$ cat config.mk
export PLATFORM = sky130hd
export DESIGN_NAME = output_layer_argmax
export DESIGN_NICKNAME = d
export VERILOG_FILES = /design/src/rtl/nn_pkg.sv /design/src/rtl/signed_mac.sv /design/src/rtl/output_layer_argmax.sv
export SDC_FILE = /design/constraint.sdc
export NUM_CORES = 1
export LEC_CHECK = 0
export CAP_MARGIN = 10
export CORE_MARGIN = 5
export CORE_UTILIZATION = 50
export DETAILED_ROUTE_END_ITERATION = 8
export PLACE_DENSITY = 0.65
export SYNTH_ARGS = -nofsm -noshare
export SYNTH_HDL_FRONTEND = slang
export SYNTH_SLANG_ARGS = --single-unit
$ cat constraint.sdc
create_clock -name clk -period 9.9 [get_ports clk]
set_clock_uncertainty 0.2 [all_clocks]
set_input_delay 1.98 -clock clk [delete_from_list [all_inputs] [get_ports clk]]
set_output_delay 1.98 -clock clk [all_outputs]
set_load 0.01 [all_outputs]
$ cat src/rtl/nn_pkg.sv
// Shared definitions for the network datapath.
// Holds the default sizing of the hidden and output layers and the output-layer
// state encoding. The hidden layer uses the same DATA_W so its output_val
// connects directly to this block's in_data.
package nn_pkg;

  localparam int N_HIDDEN = 30;  // hidden values per frame
  localparam int N_OUT    = 10;  // output neurons (classes)
  localparam int DATA_W   = 20;  // hidden value width, signed
  localparam int W_W      = 8;   // weight width, signed
  localparam int ACC_W    = 34;  // accumulator / score width, signed
  localparam int ADDR_W   = 9;   // weight ROM address width
  localparam int CLS_W    = 4;   // class index width

  typedef enum logic [1:0] {
    COLLECT = 2'd0,
    MAC     = 2'd1,
    CMP     = 2'd2,
    DONE    = 2'd3
  } state_t;

endpackage

$ cat src/rtl/signed_mac.sv
// Single signed multiply-accumulate register.
// Ports:
//   clk, rst  - clock, asynchronous active-low reset (acc -> 0)
//   clr       - synchronous clear of the accumulator (wins over en)
//   en        - add a*b to the accumulator this cycle
//   a, b      - signed operands
//   acc       - signed running sum
module signed_mac #(
  parameter int DATA_W = 20,
  parameter int W_W    = 8,
  parameter int ACC_W  = 34
) (
  input  logic                     clk,
  input  logic                     rst,
  input  logic                     clr,
  input  logic                     en,
  input  logic signed [DATA_W-1:0] a,
  input  logic signed [W_W-1:0]    b,
  output logic signed [ACC_W-1:0]  acc
);

  localparam int PW = DATA_W + W_W;

  logic signed [PW-1:0] a_ext;
  logic signed [PW-1:0] b_ext;
  logic signed [PW-1:0] prod;
  logic signed [ACC_W-1:0] prod_ext;

  // Operands are widened to the full product width first so the multiply is
  // performed at full precision.
  always_comb begin
    a_ext    = {{W_W{a[DATA_W-1]}}, a};
    b_ext    = {{DATA_W{b[W_W-1]}}, b};
    prod     = a_ext * b_ext;
    prod_ext = {{(ACC_W-PW){prod[PW-1]}}, prod};
  end

  always_ff @(posedge clk or negedge rst) begin
    if (!rst) begin
      acc <= '0;
    end else if (clr) begin
      acc <= '0;
    end else if (en) begin
      acc <= acc + prod_ext;
    end
  end

endmodule

$ cat src/rtl/output_layer_argmax.sv
// Output layer of the network with argmax classification.
// Collects N_HIDDEN signed hidden values, computes N_OUT dot products against
// weights read from an external 1-cycle-latency ROM (row-major per output
// neuron) and reports the index and score of the largest output.
//
// state   | meaning
// --------+-------------------------------------------------------------
// COLLECT | accepting hidden values into the buffer, in_ready=1
// MAC     | N_HIDDEN+1 cycles per output: address ROM, accumulate products
// CMP     | compare accumulator against best, clear accumulator, next output
// DONE    | one-cycle done pulse, new class_idx/class_score visible
//
// Ports:
//   clk, rst      - clock, asynchronous active-low reset
//   in_valid      - hidden value strobe (hidden-layer done)
//   in_data       - hidden value (hidden-layer output_val)
//   in_ready      - high while collecting
//   w_addr        - weight ROM address
//   w_data        - weight ROM data, valid the cycle after w_addr
//   class_idx     - winning output neuron
//   class_score   - winning accumulator value
//   done          - one-cycle pulse when class_idx/class_score update
//   overrun       - sticky: in_valid seen while in_ready=0
module output_layer_argmax
  import nn_pkg::*;
#(
  parameter int N_HIDDEN = nn_pkg::N_HIDDEN,
  parameter int N_OUT    = nn_pkg::N_OUT,
  parameter int DATA_W   = nn_pkg::DATA_W,
  parameter int W_W      = nn_pkg::W_W,
  parameter int ACC_W    = nn_pkg::ACC_W,
  parameter int ADDR_W   = nn_pkg::ADDR_W,
  parameter int CLS_W    = nn_pkg::CLS_W
) (
  input  logic                     clk,
  input  logic                     rst,
  input  logic                     in_valid,
  input  logic signed [DATA_W-1:0] in_data,
  output logic                     in_ready,
  output logic [ADDR_W-1:0]        w_addr,
  input  logic signed [W_W-1:0]    w_data,
  output logic [CLS_W-1:0]         class_idx,
  output logic signed [ACC_W-1:0]  class_score,
  output logic                     done,
  output logic                     overrun
);

  localparam int KW = $clog2(N_HIDDEN + 1);
  localparam int IW = (N_HIDDEN > 1) ? $clog2(N_HIDDEN) : 1;

  state_t state, next_state;

  logic signed [DATA_W-1:0] hid_buf [N_HIDDEN];
  logic [KW-1:0]            cnt;
  logic [KW-1:0]            k_cnt;
  logic [CLS_W-1:0]         o_cnt;
  logic signed [ACC_W-1:0]  best;
  logic [CLS_W-1:0]         best_idx;
  logic signed [ACC_W-1:0]  mac_acc;

  logic          mac_en;
  logic          mac_clr;
  logic          accept;
  logic          last_in;
  logic          last_out;
  logic          take_new;
  logic [IW-1:0] rd_idx;

  // Product for cycle k uses buffer entry k-1: the ROM word addressed in
  // cycle k-1 arrives in cycle k.
  assign rd_idx   = IW'(k_cnt - 1'b1);
  assign accept   = in_valid && (state == COLLECT);
  assign last_in  = (cnt == KW'(N_HIDDEN - 1));
  assign last_out = (o_cnt == CLS_W'(N_OUT - 1));
  // Strictly greater keeps the lower index on ties.
  assign take_new = (o_cnt == '0) || (mac_acc > best);

  always_ff @(posedge clk or negedge rst) begin
    if (!rst) begin
      state <= COLLECT;
    end else begin
      state <= next_state;
    end
  end

  always_comb begin
    next_state = state;
    in_ready   = 1'b0;
    done       = 1'b0;
    mac_en     = 1'b0;
    mac_clr    = 1'b0;
    case (state)
      COLLECT: begin
        in_ready = 1'b1;
        if (in_valid && last_in) next_state = MAC;
      end
      MAC: begin
        mac_en = (k_cnt != '0);
        if (k_cnt == KW'(N_HIDDEN)) next_state = CMP;
      end
      CMP: begin
        mac_clr    = 1'b1;
        next_state = last_out ? DONE : MAC;
      end
      DONE: begin
        done       = 1'b1;
        next_state = COLLECT;
      end
      default: next_state = COLLECT;
    endcase
  end

  // Hidden buffer needs no reset: entries are always written before use.
  always_ff @(posedge clk) begin
    if (accept) hid_buf[IW'(cnt)] <= in_data;
  end

  always_ff @(posedge clk or negedge rst) begin
    if (!rst) begin
      cnt         <= '0;
      k_cnt       <= '0;
      o_cnt       <= '0;
      w_addr      <= '0;
      best        <= '0;
      best_idx    <= '0;
      class_idx   <= '0;
      class_score <= '0;
      overrun     <= 1'b0;
    end else begin
      if (in_valid && !in_ready) overrun <= 1'b1;
      case (state)
        COLLECT: begin
          if (in_valid) begin
            if (last_in) begin
              cnt    <= '0;
              k_cnt  <= '0;
              o_cnt  <= '0;
              w_addr <= '0;
            end else begin
              cnt <= cnt + 1'b1;
            end
          end
        end
        MAC: begin
          k_cnt <= k_cnt + 1'b1;
          // Address stops on the last weight of the row during the final
          // accumulate cycle; the next row starts at the following address.
          if (k_cnt < KW'(N_HIDDEN - 1)) w_addr <= w_addr + 1'b1;
        end
        CMP: begin
          if (take_new) begin
            best     <= mac_acc;
            best_idx <= o_cnt;
          end
          if (last_out) begin
            // Publish on entry to DONE so outputs are valid alongside done.
            class_idx   <= take_new ? o_cnt : best_idx;
            class_score <= take_new ? mac_acc : best;
          end else begin
            o_cnt  <= o_cnt + 1'b1;
            k_cnt  <= '0;
            w_addr <= w_addr + 1'b1;
          end
        end
        default: ;
      endcase
    end
  end

  signed_mac #(
    .DATA_W (DATA_W),
    .W_W    (W_W),
    .ACC_W  (ACC_W)
  ) u_mac (
    .clk (clk),
    .rst (rst),
    .clr (mac_clr),
    .en  (mac_en),
    .a   (hid_buf[rd_idx]),
    .b   (w_data),
    .acc (mac_acc)
  );

endmodule

==> results of run 1 <==
-- synth_stat cells (32+ instances only) --
| master | count |
|---|---|
| sky130_fd_sc_hd__mux4_2 | 180 |
| sky130_fd_sc_hd__and2_1 | 108 |
| sky130_fd_sc_hd__nor2_1 | 92 |
| sky130_fd_sc_hd__edfxtp_1 | 600 |
| sky130_fd_sc_hd__mux2_2 | 32 |
| sky130_fd_sc_hd__o211ai_2 | 36 |
| sky130_fd_sc_hd__dfrtp_1 | 136 |
| sky130_fd_sc_hd__o21ai_0 | 40 |
| sky130_fd_sc_hd__nand2_1 | 189 |
| sky130_fd_sc_hd__ha_1 | 123 |
| sky130_fd_sc_hd__inv_1 | 178 |
| sky130_fd_sc_hd__clkbuf_1 | 69 |
| sky130_fd_sc_hd__fa_1 | 180 |
| sky130_fd_sc_hd__o211ai_1 | 37 |
| sky130_fd_sc_hd__a21oi_1 | 50 |
-- cells by family (layout without fill, tap and decap cells) --
group	count (synthesis)	in the layout
compound gates	277	277
other cells	0	1
buf+inv	292	453
mux	261	261
flops	736	736
xor+xnor	30	30
simple gates	480	480
fa+ha+maj	303	303
-- registers in the layout, indices dropped and copies added, names as in the netlist --
register,flops
o_cnt,4
best_idx,4
hid_buf,600
u_mac.acc,34
state,2
w_addr,9
class_idx,4
class_score,34
overrun,1
best,34
cnt,5
k_cnt,5
-- worst max-delay path: stages (launching register included) --
cell and delay [ns]:
sky130_fd_sc_hd__dfrtp_4 0.40, sky130_fd_sc_hd__buf_4 0.48, sky130_fd_sc_hd__buf_4 0.67, sky130_fd_sc_hd__mux4_2 0.59, sky130_fd_sc_hd__mux4_2 0.51, sky130_fd_sc_hd__mux2_2 0.40, sky130_fd_sc_hd__and2_1 0.22, sky130_fd_sc_hd__fa_1 0.53
sky130_fd_sc_hd__inv_1 0.05, sky130_fd_sc_hd__fa_1 0.54, sky130_fd_sc_hd__inv_1 0.05, sky130_fd_sc_hd__fa_1 0.49, sky130_fd_sc_hd__fa_1 0.42, sky130_fd_sc_hd__fa_1 0.37, sky130_fd_sc_hd__ha_1 0.35, sky130_fd_sc_hd__a2111oi_1 0.40
sky130_fd_sc_hd__a21oi_1 0.12, sky130_fd_sc_hd__a211oi_2 0.39, sky130_fd_sc_hd__nor2_2 0.15, sky130_fd_sc_hd__a21o_1 0.20, sky130_fd_sc_hd__o211a_1 0.21, sky130_fd_sc_hd__or4_1 0.39, sky130_fd_sc_hd__a31oi_1 0.18
-- cell type report --
cell class,count,area [µm²],area share
timing repair buffer,130,1210,0.0289
antenna,1,2.50,0.0000596
inverter,180,676,0.0161
multi-input combinational,1351,14900,0.355
sequential,736,21400,0.510
tap,969,1210,0.0289
clock buffer,102,2120,0.0505
clock inverter,41,440,0.0105
-- per-layer routing --
layer	vias to the layer above	part of all wire	track usage	routed length (µm)
li1	9021	-	-	-
met1	10800	0.42	0.294	35900
met2	539	0.51	0.365	43200
met3	114	0.049	0.0336	4150
met4	0	0.022	0.0515	1870
met5	-	0	0	0
-- stage by stage --
stage	setup slack, ns	util
6_report	1.43	0.564
5_1_grt	1.03	0.564
4_1_cts	1.39	0.564
3_5_place_dp	1.26	0.530
3_3_place_gp	1.30	0.530
2_1_floorplan	1.73	-
-- layout by cell type (no fill, tap or decap), types with 23 or more instances in the layout --
cell type	count
sky130_fd_sc_hd__mux2_2	32
sky130_fd_sc_hd__a21oi_1	50
sky130_fd_sc_hd__o211ai_2	36
sky130_fd_sc_hd__nor2_2	31
sky130_fd_sc_hd__and2_1	108
sky130_fd_sc_hd__ha_1	122
sky130_fd_sc_hd__clkbuf_16	79
sky130_fd_sc_hd__nor2_1	62
sky130_fd_sc_hd__fa_1	180
sky130_fd_sc_hd__clkdlybuf4s50_1	79
sky130_fd_sc_hd__edfxtp_1	600
sky130_fd_sc_hd__mux4_2	180
sky130_fd_sc_hd__o211ai_1	37
sky130_fd_sc_hd__buf_4	47
sky130_fd_sc_hd__a21o_1	25
sky130_fd_sc_hd__mux2i_1	23
sky130_fd_sc_hd__dfrtp_1	135
sky130_fd_sc_hd__inv_1	178
sky130_fd_sc_hd__o21ai_0	39
sky130_fd_sc_hd__nand3_1	27
sky130_fd_sc_hd__nand2_1	189
-- final timing paths --
path / to / depth (start not counted) / from
min: class_score[10]$_DFFE_PN0P_ / 2 / class_score[10]$_DFFE_PN0P_
min reg2reg: class_score[10]$_DFFE_PN0P_ / 2 / class_score[10]$_DFFE_PN0P_
max: u_mac.acc[31]$_DFFE_PN0P_ / 22 / k_cnt[0]$_DFFE_PN0P_
min in group asynchronous: cnt[1]$_DFFE_PN0P_ / 1 / rst
max in group asynchronous: class_score[28]$_DFFE_PN0P_ / 2 / rst
max reg2reg: u_mac.acc[31]$_DFFE_PN0P_ / 22 / k_cnt[0]$_DFFE_PN0P_
==> impl_metrics.toml, run 1 <==
[outcome]
status = "completed"

[clock_tree]
cts-root-to-sink-buffers = 3
cts.htree.levels = 3
number_of_sinks_on_the_clock_net = 736
cts_post_setup_buffers_inserted = 0
clock_tree.root_cell = "sky130_fd_sc_hd__clkbuf_16"
cts_stage_hold_buffer_count = 0
cts_made_buffers = 79
cts_tree = "yes"
worstSkewPairLatency_ns = 0.65
clkTransAtPathRegs_ns = 0.06
cts_resized = 0

[floorplanning]
floorplan.initialDensity = 0.503
core_area_mm2 = 0.0744
rows = 100
floorplan.io_pins = 81
die_width_um = 284
die_h_um = 284
fp.dieArea_mm2 = 0.0805

[cells_and_area]
instances_no_fill = 3510
post-route-cell-area_mm2 = 0.0420
fillers = 5728
area_growth_pct = 12.1
finish.net_count = 2812
drive_gt1_frac = 0.190

[global_routing]
vias_in_the_first_global_route = 21700
grt_first_pass_wirelength_um = 133000
track_usage = 0.214
grt-ovfl-total = 0
largest_net_degree_at_the_start_of_global_routing = 102
grt_antenna_before_repair = 2

[placed_design]
numPlacedInstances = 3366
place.port_buffers = 80
placed_cell_area_mm2 = 0.0394
dp_hpwl_um = 54700
place.gp.congestion = 0.819

[sta]
max_clock_freq_mhz = 118
slew_headroom = 0.178
layout_min_cycle_time_ns = 8.47
worst_hold_slack_ns = 0.283
setup_viol = 0
layout_worst_path_cycle_share = 0.856
unrepaired_setup_endpoints_after_global_routing = "false"
count_of_endpoints_failing_hold_in_the_final_timing_report = 0
maxSlewViolCount = 0
tns_ns = 0
worst-slew-pin-transition_ns = 1.23

[logic_synthesis]
synth_top_family_by_area = "adder cells"
synthesis.area_per_instance_um2 = 15.8
synth-compound-area-share = 0.0557
synthXorXnorAreaFrac = 0.00701
synth.lib_cells_used.distinct = 76
synth.ff_latch_count = 736
synthCells = 2379
synth-main-ff-cell = "sky130_fd_sc_hd__edfxtp_1"
simple_gate_portion_of_the_synthesized_area = 0.0613
netlist_top_cells_area = "sky130_fd_sc_hd__edfxtp_1 (48%), sky130_fd_sc_hd__mux4_2 (11%), sky130_fd_sc_hd__fa_1 (9.6%)"
ys_seq_area_frac = 0.572
synthAdderAreaFrac = 0.137
ys_async_sr_fraction = 0.185
share_of_yosys_cell_area_claimed_by_the_top_area_cell_type = 0.481
syn_area_mm2 = 0.0375
yosys.area.top_type = "sky130_fd_sc_hd__edfxtp_1"
synth.net_count = 2713
synthesis.yosys.warnings = 0
synth.mux.area_fraction = 0.133
post_synth_edffs = 600

[setup_path]
cp_data_arrival_time_ns = 8.81
setup.worst_path.class = "register to register"
worst-path-max-fanout = 35
ff2ff_setup_slack_ns = 1.43
timing.critical_path.required_ns = 10.24
crit_path_start_kind = "register"
cp-end-kind = "register"

[drt]
ant_nets = 0
viasPerCell = 5.82
routedWlPerCell_um = 24.2
firstDrtPassIters = 5
remaining_drc_errors = 0
routed_wl_um = 85100
vias = 20400
drt_iter0_drc = 1610

[hold_path]
worstHoldPathType = "register to register"

[job]
maxCapViolCount = 0
Power of run 1 is left out: the tool's default activity adds up to more than one toggle a clock period on the data nets, which glitch-free logic cannot reach.
==> run 2: changes to the inputs <==
Settings changed: CORE_MARGIN 5 to 3.
==> impl_metrics.toml, run 2 (same netlist as run 1, synthesis figures left out) <==
[outcome]
status = "completed"

[clock_tree]
clkTransAtPathRegs_ns = 0.06
cts_made_buffers = 77
cts_stage_hold_buffer_count = 0
clock_tree.root_cell = "sky130_fd_sc_hd__clkbuf_16"
worstSkewPairLatency_ns = 0.63
cts_post_setup_buffers_inserted = 0
cts_tree = "yes"
number_of_sinks_on_the_clock_net = 736
cts.htree.levels = 3
cts-root-to-sink-buffers = 3
cts_resized = 0

[floorplanning]
rows = 99
floorplan.initialDensity = 0.509
die_width_um = 280
core_area_mm2 = 0.0736
fp.dieArea_mm2 = 0.0783
floorplan.io_pins = 81
die_h_um = 280

[drt]
drt_iter0_drc = 1659
vias = 20600
routedWlPerCell_um = 24.2
viasPerCell = 5.89
ant_nets = 0
firstDrtPassIters = 5
remaining_drc_errors = 0
routed_wl_um = 84600

[hold_path]
worstHoldPathType = "register to register"
hold_start = "overrun$_DFFE_PN0P_"

[sta]
layout_min_cycle_time_ns = 8.89
count_of_endpoints_failing_hold_in_the_final_timing_report = 0
maxSlewViolCount = 0
slew_headroom = 0.249
tns_ns = 0
max_clock_freq_mhz = 113
worst-slew-pin-transition_ns = 1.12
setup_viol = 0
layout_worst_path_cycle_share = 0.898
fin_ws_ns = 1.01
unrepaired_setup_endpoints_after_global_routing = "false"

[placed_design]
dp_hpwl_um = 54300
place.gp.congestion = 0.843
dp_worst_setup_slack_ns = 0.953
place.port_buffers = 80

[cells_and_area]
largest-register = "hid_buf"
mostFrequentLayoutCells = "sky130_fd_sc_hd__edfxtp_1 (600), sky130_fd_sc_hd__nand2_1 (189), sky130_fd_sc_hd__mux4_2 (180), sky130_fd_sc_hd__fa_1 (180), sky130_fd_sc_hd__inv_1 (178)"
largest_register_ffs = 600
drive_gt1_frac = 0.189
area_growth_pct = 12.0
layout.cells.most_common = "sky130_fd_sc_hd__edfxtp_1"
finish.net_count = 2812

[setup_path]
timing.critical_path.slowest_stage_cell = "sky130_fd_sc_hd__ha_4"
path_delay_family = "adder cells"
crit_path_largest_cell_delay_ns = 0.83
critical_path.cell_chain = "inv_1 > ha_4 > mux4_2 > mux4_2 > mux2_2 > and2_1 > fa_1 > fa_1 > fa_1 > fa_1 > ha_1 > ha_1 > a211oi_1 > o21bai_1 > a211o_1 > o211a_1 > o2111a_1 > a2111oi_4 > a21oi_2 > o311ai_2"
cp_num_buf_inv = 1
worst-path-max-fanout = 47
cp-end-kind = "register"
timing.critical_path.required_ns = 10.23
cp_common_cell = "sky130_fd_sc_hd__fa_1"
critPathLaunch = "k_cnt[0]$_DFFE_PN0P_"
critical_path.reg2reg.startpoint = "k_cnt[0]$_DFFE_PN0P_"
setup.worst_path.class = "register to register"
crit_path_start_kind = "register"
cp_data_arrival_time_ns = 9.22

[global_routing]
grt_first_pass_wirelength_um = 133000
largest_net_degree_at_the_start_of_global_routing = 79
grt_antenna_before_repair = 3
track_usage = 0.223
vias_in_the_first_global_route = 21800
grt-ovfl-total = 0

[job]
maxCapViolCount = 0
-- run 2: path summary, 6_finish.rpt --
kind,end,slack [ns],depth (start not counted)
max reg2reg,u_mac.acc[32]$_DFFE_PN0P_,1.01,20
max,u_mac.acc[32]$_DFFE_PN0P_,1.01,20
min,overrun$_DFFE_PN0P_,0.29,1
max in group asynchronous,class_score[26]$_DFFE_PN0P_,7.00,2
min reg2reg,overrun$_DFFE_PN0P_,0.29,1
min in group asynchronous,state[1]$_DFFE_PN0P_,1.20,1
-- run 2: layout make-up --
cell class                      instances  area (µm²)
Antenna cell                            4        10.0
Clock buffer                          100        2100
Clock inverter                         39         437
Fill cell                            5714       31600
Inverter                              180         676
Multi-Input combinational cell       1351       14900
Sequential cell                       736       21400
Tap cell                              959        1200
Timing Repair Buffer                  132        1200
-- run 2: worst register-to-register path: stages, from the launching register on --
cell and delay [ns]:
sky130_fd_sc_hd__dfrtp_4 0.77, sky130_fd_sc_hd__inv_1 0.21, sky130_fd_sc_hd__ha_4 0.83, sky130_fd_sc_hd__mux4_2 0.62
sky130_fd_sc_hd__mux4_2 0.55, sky130_fd_sc_hd__mux2_2 0.39, sky130_fd_sc_hd__and2_1 0.54, sky130_fd_sc_hd__fa_1 0.71
sky130_fd_sc_hd__fa_1 0.46, sky130_fd_sc_hd__fa_1 0.57, sky130_fd_sc_hd__fa_1 0.42, sky130_fd_sc_hd__ha_1 0.29
sky130_fd_sc_hd__ha_1 0.35, sky130_fd_sc_hd__a211oi_1 0.26, sky130_fd_sc_hd__o21bai_1 0.14, sky130_fd_sc_hd__a211o_1 0.31
sky130_fd_sc_hd__o211a_1 0.23, sky130_fd_sc_hd__o2111a_1 0.17, sky130_fd_sc_hd__a2111oi_4 0.43, sky130_fd_sc_hd__a21oi_2 0.11
sky130_fd_sc_hd__o311ai_2 0.27
-- run 2: layer usage --
| metal | wire length, µm | global-route usage |
|---|---|---|
| met5 | 0 | 0 |
| met1 | 37000 | 0.319 |
| met3 | 4620 | 0.0352 |
| met4 | 1710 | 0.0500 |
| met2 | 41300 | 0.366 |
-- run 2: through the flow --
step	util	cells	hold WS (ns)	cell area (µm²)
6_report	0.570	3501	0.286	42000
3_5_place_dp	0.536	3358	0.274	39400
4_1_cts	0.570	3497	0.292	42000
3_3_place_gp	0.536	3358	0.266	39400
2_1_floorplan	-	2379	0.258	37500
5_1_grt	0.570	3497	0.312	42000
Power of run 2 is left out for the same reason.
==> edit: new RTL, settings of run 2 <==
Re-encode `state_t` (4 states) as one-hot, 4 bits wide.
--- a/src/rtl/nn_pkg.sv
+++ b/src/rtl/nn_pkg.sv
@@ -12,11 +12,11 @@
   localparam int ADDR_W   = 9;   // weight ROM address width
   localparam int CLS_W    = 4;   // class index width
 
-  typedef enum logic [1:0] {
-    COLLECT = 2'd0,
-    MAC     = 2'd1,
-    CMP     = 2'd2,
-    DONE    = 2'd3
+  typedef enum logic [3:0] {
+    COLLECT = 4'b0001,
+    MAC     = 4'b0010,
+    CMP     = 4'b0100,
+    DONE    = 4'b1000
   } state_t;
 
 endpackage
Behaviour: same outputs for any inputs over 4 cycles, from zero or initial values and one cycle with rst low; so few cycles prove little.
==> edit against run 2 <==
First-iteration DRC count up 6.1%. Area after synthesis down 1.6%. Core utilization up 0.30 points. Count of clock-buffer cells in the layout up 1. Design area down 1.2%. Via count down 0.76%. Sequential cell count up 2. Critical path depth up 3. Setup slack better by 0.63 ns. Wire length down 1.5%.
Power is not shown: default switching activity piles up to over one toggle a cycle in this logic, so the estimate is an artifact.
==> edit: results <==
metrics = {
    "cells_and_area": {
        "buf_share_pct": 2.796,
        "fin_nets": 2732,
        "num_antenna_cells": 2,
        "comb.multi_input.count": 1276,
        "signal_buffers": 121,
        "nNonClkInverters": 186,
        "clock_area_share_pct": 6.050,
        "seq_area_share_pct": 51.77,
        "multi_input_area_share_pct": 34.82,
    },
    "grt": {
        "grt_usage_pct": 22.38,
        "grt_pass1_vias": 21292,
        "antenna_found_initial": 2,
        "grt_start_max_net_pins": 109,
        "grt_pass1_wl_um": 131400,
    },
    "setup_path": {
        "crit_arrival_ns": 8.56,
        "path_max_fanout": 49,
    },
    "drt": {
        "routed_via_density": 5.990,
        "num_vias": 20457,
        "wl_met1_um": 37760,
        "wirelength_um": 83390,
        "wl_met3_um": 5508,
    },
    "placed_design": {
        "place_area_mm2": 0.03897,
        "dp.cells": 3271,
        "gp_congestion": 0.8654,
        "place_ws_ns": 1.479,
        "hpwl_um": 52110,
    },
    "logic_synthesis": {
        "synthArstFlopShare_pct": 18.70,
        "synth_compound_area_share_pct": 4.463,
        "netlist_top_cells_area": "edfxtp_1 49%, mux4_2 11%, fa_1 9.8%",
        "synth_common_cells": "600 x edfxtp_1, 186 x inv_1, 180 x fa_1, 180 x mux4_2, 137 x dfrtp_1",
        "syn-num-nets": 2637,
        "synth-seq-cells": 738,
        "synth_cell_types": 69,
        "synth-xor-area-share_pct": 0.9022,
        "post_synth.cell_area_avg_um2": 15.99,
        "synthMuxAreaShare_pct": 13.30,
    },
    "timing": {
        "maxSlewHeadroom_pct": 28.78,
    },
    "run_status": {
        "outcome": "finished clean",
    },
    "die": {
        "die_x_um": 277.6,
    },
    "clocking": {
        "cts-buffers-inserted": 79,
    },
}
## edit: cell types whose count changed after synthesis, sizes merged, moves of 8 or more
| cell | change |
|---|---|
| a21oi | -18 |
| o21a | -8 |
| nand3 | +18 |
| buf | +9 |
| nand2 | -61 |
| o311ai | +28 |
| nand4 | +14 |
| and2 | -8 |
| clkbuf | -14 |
| xor2 | +8 |
| o211ai | -34 |
## edit: logic make-up after synthesis
group,Yosys count
flip-flops,738
AND/OR/NAND/NOR,447
adder cells (fa/ha/maj),299
XOR/XNOR,38
multiplexers,258
buffers and inverters,293
AO/OA/AOI/OAI,234
## edit: critical path: stages (launching register included)
cell and delay, ns:
dfrtp_4 0.50, inv_1 0.14, ha_4 0.54, buf_12 0.35, buf_4 0.32, mux4_2 0.35
mux4_2 0.49, mux2_2 0.37, nand2b_1 0.19, fa_1 0.47, fa_1 0.50, inv_1 0.05
fa_1 0.45, fa_1 0.51, fa_1 0.42, ha_1 0.35, o21ai_0 0.13, o21ai_0 0.29
and3_1 0.28, o211ai_1 0.20, a211o_1 0.39, a31o_2 0.26, and3_1 0.17, o31ai_1 0.20
## edit: metal layers
layer / track usage [%] / vias up
met2: 34.73 / 715
met1: 33.80 / 10768
met5: 0 / -
met4: 4.670 / 2
li1: - / 8871
met3: 3.770 / 101
## edit: path summary, 6_finish.rpt
path	slack [ns]	to	depth (start not counted)	start
max reg2reg	1.64	u_mac.acc[31]	23	k_cnt[0]
max	1.64	u_mac.acc[31]	23	k_cnt[0]
min	0.27	overrun	1	overrun
min reg2reg	0.27	overrun	1	overrun
max in group asynchronous	6.90	class_score[20]	2	rst
min in group asynchronous	1.11	w_addr[4]	1	rst
